**config.mk**
```make
export PLATFORM = sky130hd
export DESIGN_NAME = mul_sequencer_flat
export DESIGN_NICKNAME = d
export VERILOG_FILES = /design/src/rtl/mul_pkg.sv /design/src/rtl/mul_sequencer_if.sv /design/src/rtl/mul_signfix.sv /design/src/rtl/mul_sequencer.sv /design/src/flat_wrapper.sv
export SDC_FILE = /design/constraint.sdc
export NUM_CORES = 1
export LEC_CHECK = 0
export CELL_PAD_IN_SITES_DETAIL_PLACEMENT = 1
export CELL_PAD_IN_SITES_GLOBAL_PLACEMENT = 1
export CORE_ASPECT_RATIO = 0.6
export CORE_MARGIN = 2
export CORE_UTILIZATION = 30
export CTS_BUF_LIST = sky130_fd_sc_hd__clkbuf_16
export DETAILED_ROUTE_END_ITERATION = 10
export PLACE_DENSITY_LB_ADDON = 0.1
export SETUP_SLACK_MARGIN = 0.3
export SYNTH_ARGS = -nofsm -noshare
export SYNTH_HDL_FRONTEND = slang
export SYNTH_SLANG_ARGS = --single-unit
export TNS_END_PERCENT = 100
```
**constraint.sdc**
```tcl
create_clock -name clk -period 5.8 [get_ports clk]
set_clock_uncertainty 0.1 [all_clocks]
set_input_delay 1.45 -clock clk [delete_from_list [all_inputs] [get_ports clk]]
set_output_delay 1.45 -clock clk [all_outputs]
set_load 0.02 [all_outputs]
```
**src/rtl/mul_pkg.sv**
```systemverilog
// Shared definitions for the multiply sequencer: state encoding and defaults.
package mul_pkg;

  localparam int MUL_WIDTH        = 32;
  localparam int MUL_DONE_TIMEOUT = 64;

  typedef enum logic [2:0] {
    S_IDLE      = 3'd0,
    S_LAUNCH    = 3'd1,
    S_WAIT_BUSY = 3'd2,
    S_WAIT_DONE = 3'd3,
    S_OUT       = 3'd4
  } mul_state_t;

endpackage

```
**src/rtl/mul_sequencer_if.sv**
```systemverilog
// Connection between the sequencer and the external unsigned bit-pair
// multiplier core. The sequencer is the master; the core is the slave.
interface mul_sequencer_if
  import mul_pkg::*;
#(
  parameter int WIDTH = MUL_WIDTH
);

  logic               mul_start;
  logic [WIDTH-1:0]   mul_multiplier;
  logic [WIDTH-1:0]   mul_multiplicand;
  logic               mul_done;
  logic [2*WIDTH-1:0] mul_result;

  modport master (
    output mul_start,
    output mul_multiplier,
    output mul_multiplicand,
    input  mul_done,
    input  mul_result
  );

  modport slave (
    input  mul_start,
    input  mul_multiplier,
    input  mul_multiplicand,
    output mul_done,
    output mul_result
  );

endinterface

```
**src/rtl/mul_signfix.sv**
```systemverilog
// Conditional two's-complement negate (used as abs for operands and as
// sign restore for the product) plus a "fits in half the width" check.
module mul_signfix #(
  parameter int W     = 32,
  parameter int LANES = 1
) (
  input  logic [LANES-1:0][W-1:0] value,
  input  logic [LANES-1:0]        negate,
  input  logic                    signed_mode,
  output logic [LANES-1:0][W-1:0] result,
  output logic [LANES-1:0]        fits
);

  localparam int HALF = W / 2;

  // Negating the most-negative value yields its unsigned magnitude (no
  // saturation), and negating zero yields zero, so no special cases.
  always_comb begin
    result = '0;
    fits   = '0;
    for (int i = 0; i < LANES; i++) begin
      result[i] = negate[i] ? (~value[i] + W'(1)) : value[i];
      if (signed_mode)
        fits[i] = (&result[i][W-1:HALF-1]) | ~(|result[i][W-1:HALF-1]);
      else
        fits[i] = ~(|result[i][W-1:HALF]);
    end
  end

endmodule

```
**src/rtl/mul_sequencer.sv**
```systemverilog
// Sequencer wrapping an external unsigned multiplier core: takes signed or
// unsigned operands, launches the core on magnitudes, restores the sign and
// reports whether the product fits in WIDTH bits. A core that never
// completes is caught by a timeout and reported as an error.
//
// Handshakes: a transfer happens on a rising edge where valid and ready are
// both 1. in_ready depends only on state and mul_done, never on in_valid;
// out_valid depends only on state, and once high the result is held stable
// until the out_ready transfer.
module mul_sequencer
  import mul_pkg::*;
#(
  parameter int WIDTH        = MUL_WIDTH,
  parameter int DONE_TIMEOUT = MUL_DONE_TIMEOUT
) (
  input  logic               clk,
  input  logic               rst_n,
  input  logic               in_valid,
  output logic               in_ready,
  input  logic [WIDTH-1:0]   in_a,
  input  logic [WIDTH-1:0]   in_b,
  input  logic               in_signed,
  mul_sequencer_if.master    core,
  output logic               out_valid,
  input  logic               out_ready,
  output logic [2*WIDTH-1:0] out_product,
  output logic               out_fits,
  output logic               out_error,
  output mul_state_t         dbg_state
);

  localparam int PW = 2 * WIDTH;
  localparam int CW = $clog2(DONE_TIMEOUT + 1) + 1;

  mul_state_t state_q, state_d;

  logic [WIDTH-1:0] multiplier_q, multiplicand_q;
  logic             cap_signed_q;
  logic             result_neg_q;
  logic [CW-1:0]    to_cnt_q;
  logic [CW-1:0]    cnt_inc;
  logic             timeout_hit;

  logic [1:0][WIDTH-1:0] op_value;
  logic [1:0]            op_negate;
  logic [1:0][WIDTH-1:0] op_mag;
  logic [1:0]            operand_fits_unused;

  logic [0:0][PW-1:0] prod_fixed;
  logic [0:0]         prod_fits;

  assign op_value  = {in_b, in_a};
  assign op_negate = {in_signed & in_b[WIDTH-1], in_signed & in_a[WIDTH-1]};

  mul_signfix #(.W(WIDTH), .LANES(2)) u_operand_fix (
    .value       (op_value),
    .negate      (op_negate),
    .signed_mode (in_signed),
    .result      (op_mag),
    .fits        (operand_fits_unused)
  );

  mul_signfix #(.W(PW), .LANES(1)) u_product_fix (
    .value       (core.mul_result),
    .negate      (result_neg_q),
    .signed_mode (cap_signed_q),
    .result      (prod_fixed),
    .fits        (prod_fits)
  );

  // to_cnt_q holds cycles elapsed since launch; the launch cycle loads 1.
  assign cnt_inc     = to_cnt_q + CW'(1);
  assign timeout_hit = (cnt_inc >= CW'(DONE_TIMEOUT));

  assign in_ready              = (state_q == S_IDLE) && core.mul_done;
  assign out_valid             = (state_q == S_OUT);
  assign core.mul_start        = (state_q == S_LAUNCH);
  assign core.mul_multiplier   = multiplier_q;
  assign core.mul_multiplicand = multiplicand_q;
  assign dbg_state             = state_q;

  // State register.
  always_ff @(posedge clk or negedge rst_n) begin
    if (!rst_n) state_q <= S_IDLE;
    else        state_q <= state_d;
  end

  // Next-state logic; WAIT_BUSY ignores a done level left over from before
  // the launch and only moves on once the core has dropped it.
  always_comb begin
    state_d = state_q;
    unique case (state_q)
      S_IDLE:      if (in_valid && core.mul_done) state_d = S_LAUNCH;
      S_LAUNCH:    state_d = S_WAIT_BUSY;
      S_WAIT_BUSY: begin
        if (timeout_hit)         state_d = S_OUT;
        else if (!core.mul_done) state_d = S_WAIT_DONE;
      end
      S_WAIT_DONE: if (core.mul_done || timeout_hit) state_d = S_OUT;
      S_OUT:       if (out_ready) state_d = S_IDLE;
      default:     state_d = S_IDLE;
    endcase
  end

  // Operand capture, timeout counting and result capture.
  always_ff @(posedge clk or negedge rst_n) begin
    if (!rst_n) begin
      multiplier_q   <= '0;
      multiplicand_q <= '0;
      cap_signed_q   <= 1'b0;
      result_neg_q   <= 1'b0;
      to_cnt_q       <= '0;
      out_product    <= '0;
      out_fits       <= 1'b0;
      out_error      <= 1'b0;
    end else begin
      case (state_q)
        S_IDLE: begin
          if (in_valid && in_ready) begin
            multiplier_q   <= op_mag[0];
            multiplicand_q <= op_mag[1];
            cap_signed_q   <= in_signed;
            result_neg_q   <= in_signed & (in_a[WIDTH-1] ^ in_b[WIDTH-1]);
          end
        end
        S_LAUNCH: to_cnt_q <= CW'(1);
        S_WAIT_BUSY, S_WAIT_DONE: begin
          to_cnt_q <= cnt_inc;
          if ((state_q == S_WAIT_DONE) && core.mul_done) begin
            out_product <= prod_fixed[0];
            out_fits    <= prod_fits[0];
            out_error   <= 1'b0;
          end else if (timeout_hit) begin
            out_product <= '0;
            out_fits    <= 1'b0;
            out_error   <= 1'b1;
          end
        end
        S_OUT: if (out_ready) to_cnt_q <= '0;
        default: ;
      endcase
    end
  end

endmodule

```
**src/flat_wrapper.sv**
```systemverilog
// flat-port wrapper written by rule: the top's interface ports become plain ports
module mul_sequencer_flat import mul_pkg::*;
#(
  parameter int WIDTH        = MUL_WIDTH,
  parameter int DONE_TIMEOUT = MUL_DONE_TIMEOUT
)
  (clk, rst_n, in_valid, in_ready, in_a, in_b, in_signed, out_valid, out_ready, out_product, out_fits, out_error, dbg_state, core_mul_start, core_mul_multiplier, core_mul_multiplicand, core_mul_done, core_mul_result);
  mul_sequencer_if #(.WIDTH(WIDTH)) core_i ();
  input  logic clk;
  input  logic rst_n;
  input  logic in_valid;
  output logic in_ready;
  input  logic [WIDTH-1:0] in_a;
  input  logic [WIDTH-1:0] in_b;
  input  logic in_signed;
  output logic out_valid;
  input  logic out_ready;
  output logic [2*WIDTH-1:0] out_product;
  output logic out_fits;
  output logic out_error;
  output mul_state_t dbg_state;
  output wire logic [$bits(core_i.mul_start)-1:0] core_mul_start;
  output wire logic [$bits(core_i.mul_multiplier)-1:0] core_mul_multiplier;
  output wire logic [$bits(core_i.mul_multiplicand)-1:0] core_mul_multiplicand;
  input wire logic [$bits(core_i.mul_done)-1:0] core_mul_done;
  input wire logic [$bits(core_i.mul_result)-1:0] core_mul_result;
  assign core_mul_start = core_i.mul_start;
  assign core_mul_multiplier = core_i.mul_multiplier;
  assign core_mul_multiplicand = core_i.mul_multiplicand;
  assign core_i.mul_done = core_mul_done;
  assign core_i.mul_result = core_mul_result;
  mul_sequencer #(.WIDTH(WIDTH), .DONE_TIMEOUT(DONE_TIMEOUT)) u_core (.clk(clk), .rst_n(rst_n), .in_valid(in_valid), .in_ready(in_ready), .in_a(in_a), .in_b(in_b), .in_signed(in_signed), .core(core_i), .out_valid(out_valid), .out_ready(out_ready), .out_product(out_product), .out_fits(out_fits), .out_error(out_error), .dbg_state(dbg_state));
endmodule
```
==> summary.md <==
| Metric | Value |
|---|---|
| GR Util met3 | `5.023%` |
| Slew Viols, Final | `0` |
| Worst r2r src | `u_core.to_cnt_q[0]` |
| Avg Inst Size Synth | `roughly 8.6 µm²` |
| Layout fillers | `3205` |
| GR Overflow Total | `0` |
| Ports | `270` |
| Outcome | `finished, final reports clean` |
| Sequential cell area | `~3600 µm²` |
| Final Util | `44.98%` |
| Pre-CTS WS | `-0.09196 ns` |
| Clock latency at the later pin of the worst-skew pair | `approximately 0.45 ns` |
| Hold Path Class | `reg2reg` |
| Hold WS | `0.3747 ns` |
| Cell row count | `between 40 and 50` |
| Syn nets | `roughly 1100` |
| Final Cell Area | `12410 µm²` |
| Initial Util | `about 30%` |
| R2r setup slk | `2.47 ns` |
| CP Launch Type | `primary input` |
| Clock tree buffer depth | `2` |
| Crit-path leading delay family | `simple AND/OR/NAND/NOR gates` |
| Met1 usage | `33.38%` |
| Multi-input combinational cell area | `4614 µm²` |
| Worst-case reg-to-reg path depth | `9` |
| Worst ir drop on vdd | `about 220 µV` |
| Yosys warnings | `0` |
| IO Port Bufs | `around 270` |
| Required @ worst endpoint | `just over 6 ns` |
| Most common cell after layout, fill and taps aside | `clkdlybuf4s50_1` |
| Die height | `between 100 and 150 µm` |
| RR Endpoint | `u_core.out_product[11]` |
| Largest net degree at the start of global routing | `127` |
| Worst path buffer plus inverter count | `3` |
| Tightest Pin Transition | `~1.1 ns` |
| Core area | `about 28000 µm²` |
| Max cap viols | `0` |
| Num CTS Buffers | `17` |
| Crit Path Max Fanout | `7` |
| Clk pin slew, worst setup/hold paths | `approximately 0.060 ns` |
| HPWL after detailed placement | `between 20 and 25 mm` |
| Gr usage total | `between 20% and 30%` |
| Global-route met2 utilization | `32.42%` |
| Drt wl/cell | `just under 20 µm` |
| Via count | `8419` |
| Seq/Total Area, Yosys | `between 40% and 50%` |
| RSZ-0062 raised after global routing | `no` |
| Worst min-delay path startpoint | `u_core.out_product[25]` |
| Final hold vios | `0` |
| Clk root buf | `clkbuf_16` |
| Busiest grt layer | `met1` |
| Final nets | `1403` |
| GPL Wtd Cong | `between 0.8 and 0.9` |
| Number of flops mapped to enable cells by yosys | `0` |
| Cell at the slowest stage of the critical path | `or4_4` |
| Fin cells | `approximately 1600` |
| Clk sinks | `about 140` |
| Synth async-reset ratio | `100.0%` |
| Die X | `about 220 µm` |
| Slew headroom | `around a quarter` |
| Final total power | `5.744 mW` |
| Setup TNS | `0 ns` |
| Placed cell areas | `11770 µm²` |
| PwrDens | `around 460 nW/µm²` |
| First-pass GRT wire length | `about 50 mm` |
| Endpoint class of the critical path | `flip-flop` |
| H-tree levels | `4` |
| Total Wirelength | `approximately 32 mm` |
| Die area | `about 30000 µm²` |
| Crit-path max cell delay | `0.54 ns` |
| Hold Path Depth | `2` |
| Initial antenna violation count | `2` |
| DP Cell Count | `1613` |
| Syn Inst Count | `981` |
| Most used cell, CP | `or4_1` |
| Post-Synthesis Cell Area | `around 8400 µm²` |
| Leakage power | `4.962 nW` |
| Worst hold endpoint | `u_core.out_product[25]` |
| Pre-antenna DRT Iters | `4` |
| Arrival @ worst endpoint | `~5.6 ns` |
| P&R area growth vs syn | `47.50%` |
| Fmax | `roughly 0.19 GHz` |
| Vias per inst | `~5.1` |
| Fin crit share | `92.18%` |
| DRC | `0` |
| TritonCTS clock tree | `yes` |
| Layout cells sized above 1 | `under 10%` |
| Yosys reg bits | `~140` |
| Final ANT Viol Nets | `0` |
| CP Class | `in2reg` |
| Most frequent cells in the layout | `clkdlybuf4s50_1 (267), nand2_1 (172), o21ai_0 (160), dfrtp_1 (142), xor2_1 (71)` |
| Critical-path cell list | `clkdlybuf4s50_1 -> inv_1 -> ha_1 -> or3b_2 -> or4b_4 -> or4_4 -> buf_6 -> or3_4 -> o21ai_2 -> xnor2_1 -> or4_1 -> or4_1 -> o211ai_2` |
| Synth Flop Type | `dfrtp_1` |
| Cell variety after synth | `55` |
| First-iteration detailed-routing DRC count | `about 520` |
| Minimum clock period | `~5.3 ns` |
| Setup WS post-layout | `0.4538 ns` |
| Final Setup Violations | `0` |
| Vias in the first global route | `around 8700` |
-- what timing repair did --
action / 4_1_cts / 5_1_grt
setup endpoints to repair: 0 / 1
resized for setup: 0 / 9
hold buffers: 0 / 0
buffers inserted: 0 / 0
-- cells in the mapped netlist, types with 3 or more instances --
| cell type | n | area share, % |
|---|---|---|
| nor2b_1 | 7 | 0.52 |
| and2_1 | 6 | 0.45 |
| nand2_1 | 173 | 7.7 |
| a211o_1 | 3 | 0.31 |
| clkbuf_1 | 52 | 2.3 |
| nand4_1 | 15 | 1.1 |
| xor2_1 | 71 | 7.4 |
| xnor2_1 | 52 | 5.4 |
| a22o_1 | 9 | 0.94 |
| ha_1 | 4 | 0.60 |
| o31a_1 | 3 | 0.31 |
| a2111oi_0 | 3 | 0.31 |
| o41ai_1 | 19 | 2.0 |
| nor2_1 | 48 | 2.1 |
| o21ai_0 | 160 | 9.5 |
| or2_2 | 3 | 0.22 |
| dfrtp_1 | 143 | 43 |
| o31ai_1 | 24 | 2.1 |
| nand4b_1 | 3 | 0.31 |
| nor4_1 | 22 | 1.6 |
| mux2_2 | 3 | 0.40 |
| a31oi_1 | 8 | 0.60 |
| nor3_1 | 19 | 1.1 |
| nand3_1 | 11 | 0.65 |
| a21oi_1 | 23 | 1.4 |
| mux2i_1 | 3 | 0.36 |
| nor3b_1 | 4 | 0.36 |
| nand3b_1 | 3 | 0.27 |
| inv_1 | 16 | 0.71 |
| or3_1 | 12 | 0.89 |
| nand2b_1 | 8 | 0.60 |
| or4_1 | 17 | 1.5 |
| and3_1 | 6 | 0.45 |
-- worst register-to-register path, cell delays in order (launching register included) --
cell	delay, ns
dfrtp_1	0.43
ha_1	0.24
and3_1	0.23
and3_1	0.24
o31ai_1	0.38
nor2_1	0.18
nor2_4	0.67
buf_4	0.53
nand2_1	0.14
o21ai_0	0.10
-- cells by family after synthesis --
kind of cell    share of synthesized area, %
simple gates                           21.42
fa+ha+maj                             0.5951
mux                                   0.7587
compound gates                         18.74
flops                                  42.55
buf+inv                                3.124
xor+xnor                               12.81
-- layout make-up --
type	count	share of cell area, %
Antenna cell	1	0.02017
Clock buffer	17	3.429
Clock inverter	15	1.422
Inverter	16	0.4841
Multi-Input combinational cell	768	37.20
Sequential cell	143	28.86
Tap cell	367	3.701
Timing Repair Buffer	319	24.89
-- how the worst max path moves through the flow --
stage | from | end | slack, ns | cells past startpoint
2_1_floorplan | core_mul_result[0] | u_core.out_fits | 0.60 | 12
3_3_place_gp | core_mul_result[0] | u_core.out_fits | 0.04 | 13
3_5_place_dp | core_mul_result[0] | u_core.out_fits | -0.09 | 13
4_1_cts | core_mul_result[0] | u_core.out_fits | 0.38 | 13
5_1_grt | core_mul_result[1] | u_core.out_fits | 0.35 | 13
6_report | core_mul_result[1] | u_core.out_fits | 0.45 | 13
-- sequential cells by signal (all words and copies together), names as in the netlist --
name / count
u_core.cap_signed_q: 1
u_core.core.mul_multiplicand: 32
u_core.core.mul_multiplier: 32
u_core.dbg_state: 3
u_core.out_error: 1
u_core.out_fits: 1
u_core.out_product: 64
u_core.result_neg_q: 1
u_core.to_cnt_q: 8
-- per-layer routing --
layer  routed length, µm  up-vias
li1                    -     4061
met1               16330     4162
met2               13780      174
met3                1602       22
met4                 360        0
met5                   0        -
-- report_power, final --
group | total, mW | internal, mW | switching, mW
clock | 1.18 | 0.710 | 0.469
combinational | 2.82 | 1.27 | 1.55
sequential | 1.74 | 1.44 | 0.307
total | 5.74 | 3.42 | 2.33
Power figures use the tool's default switching activity.
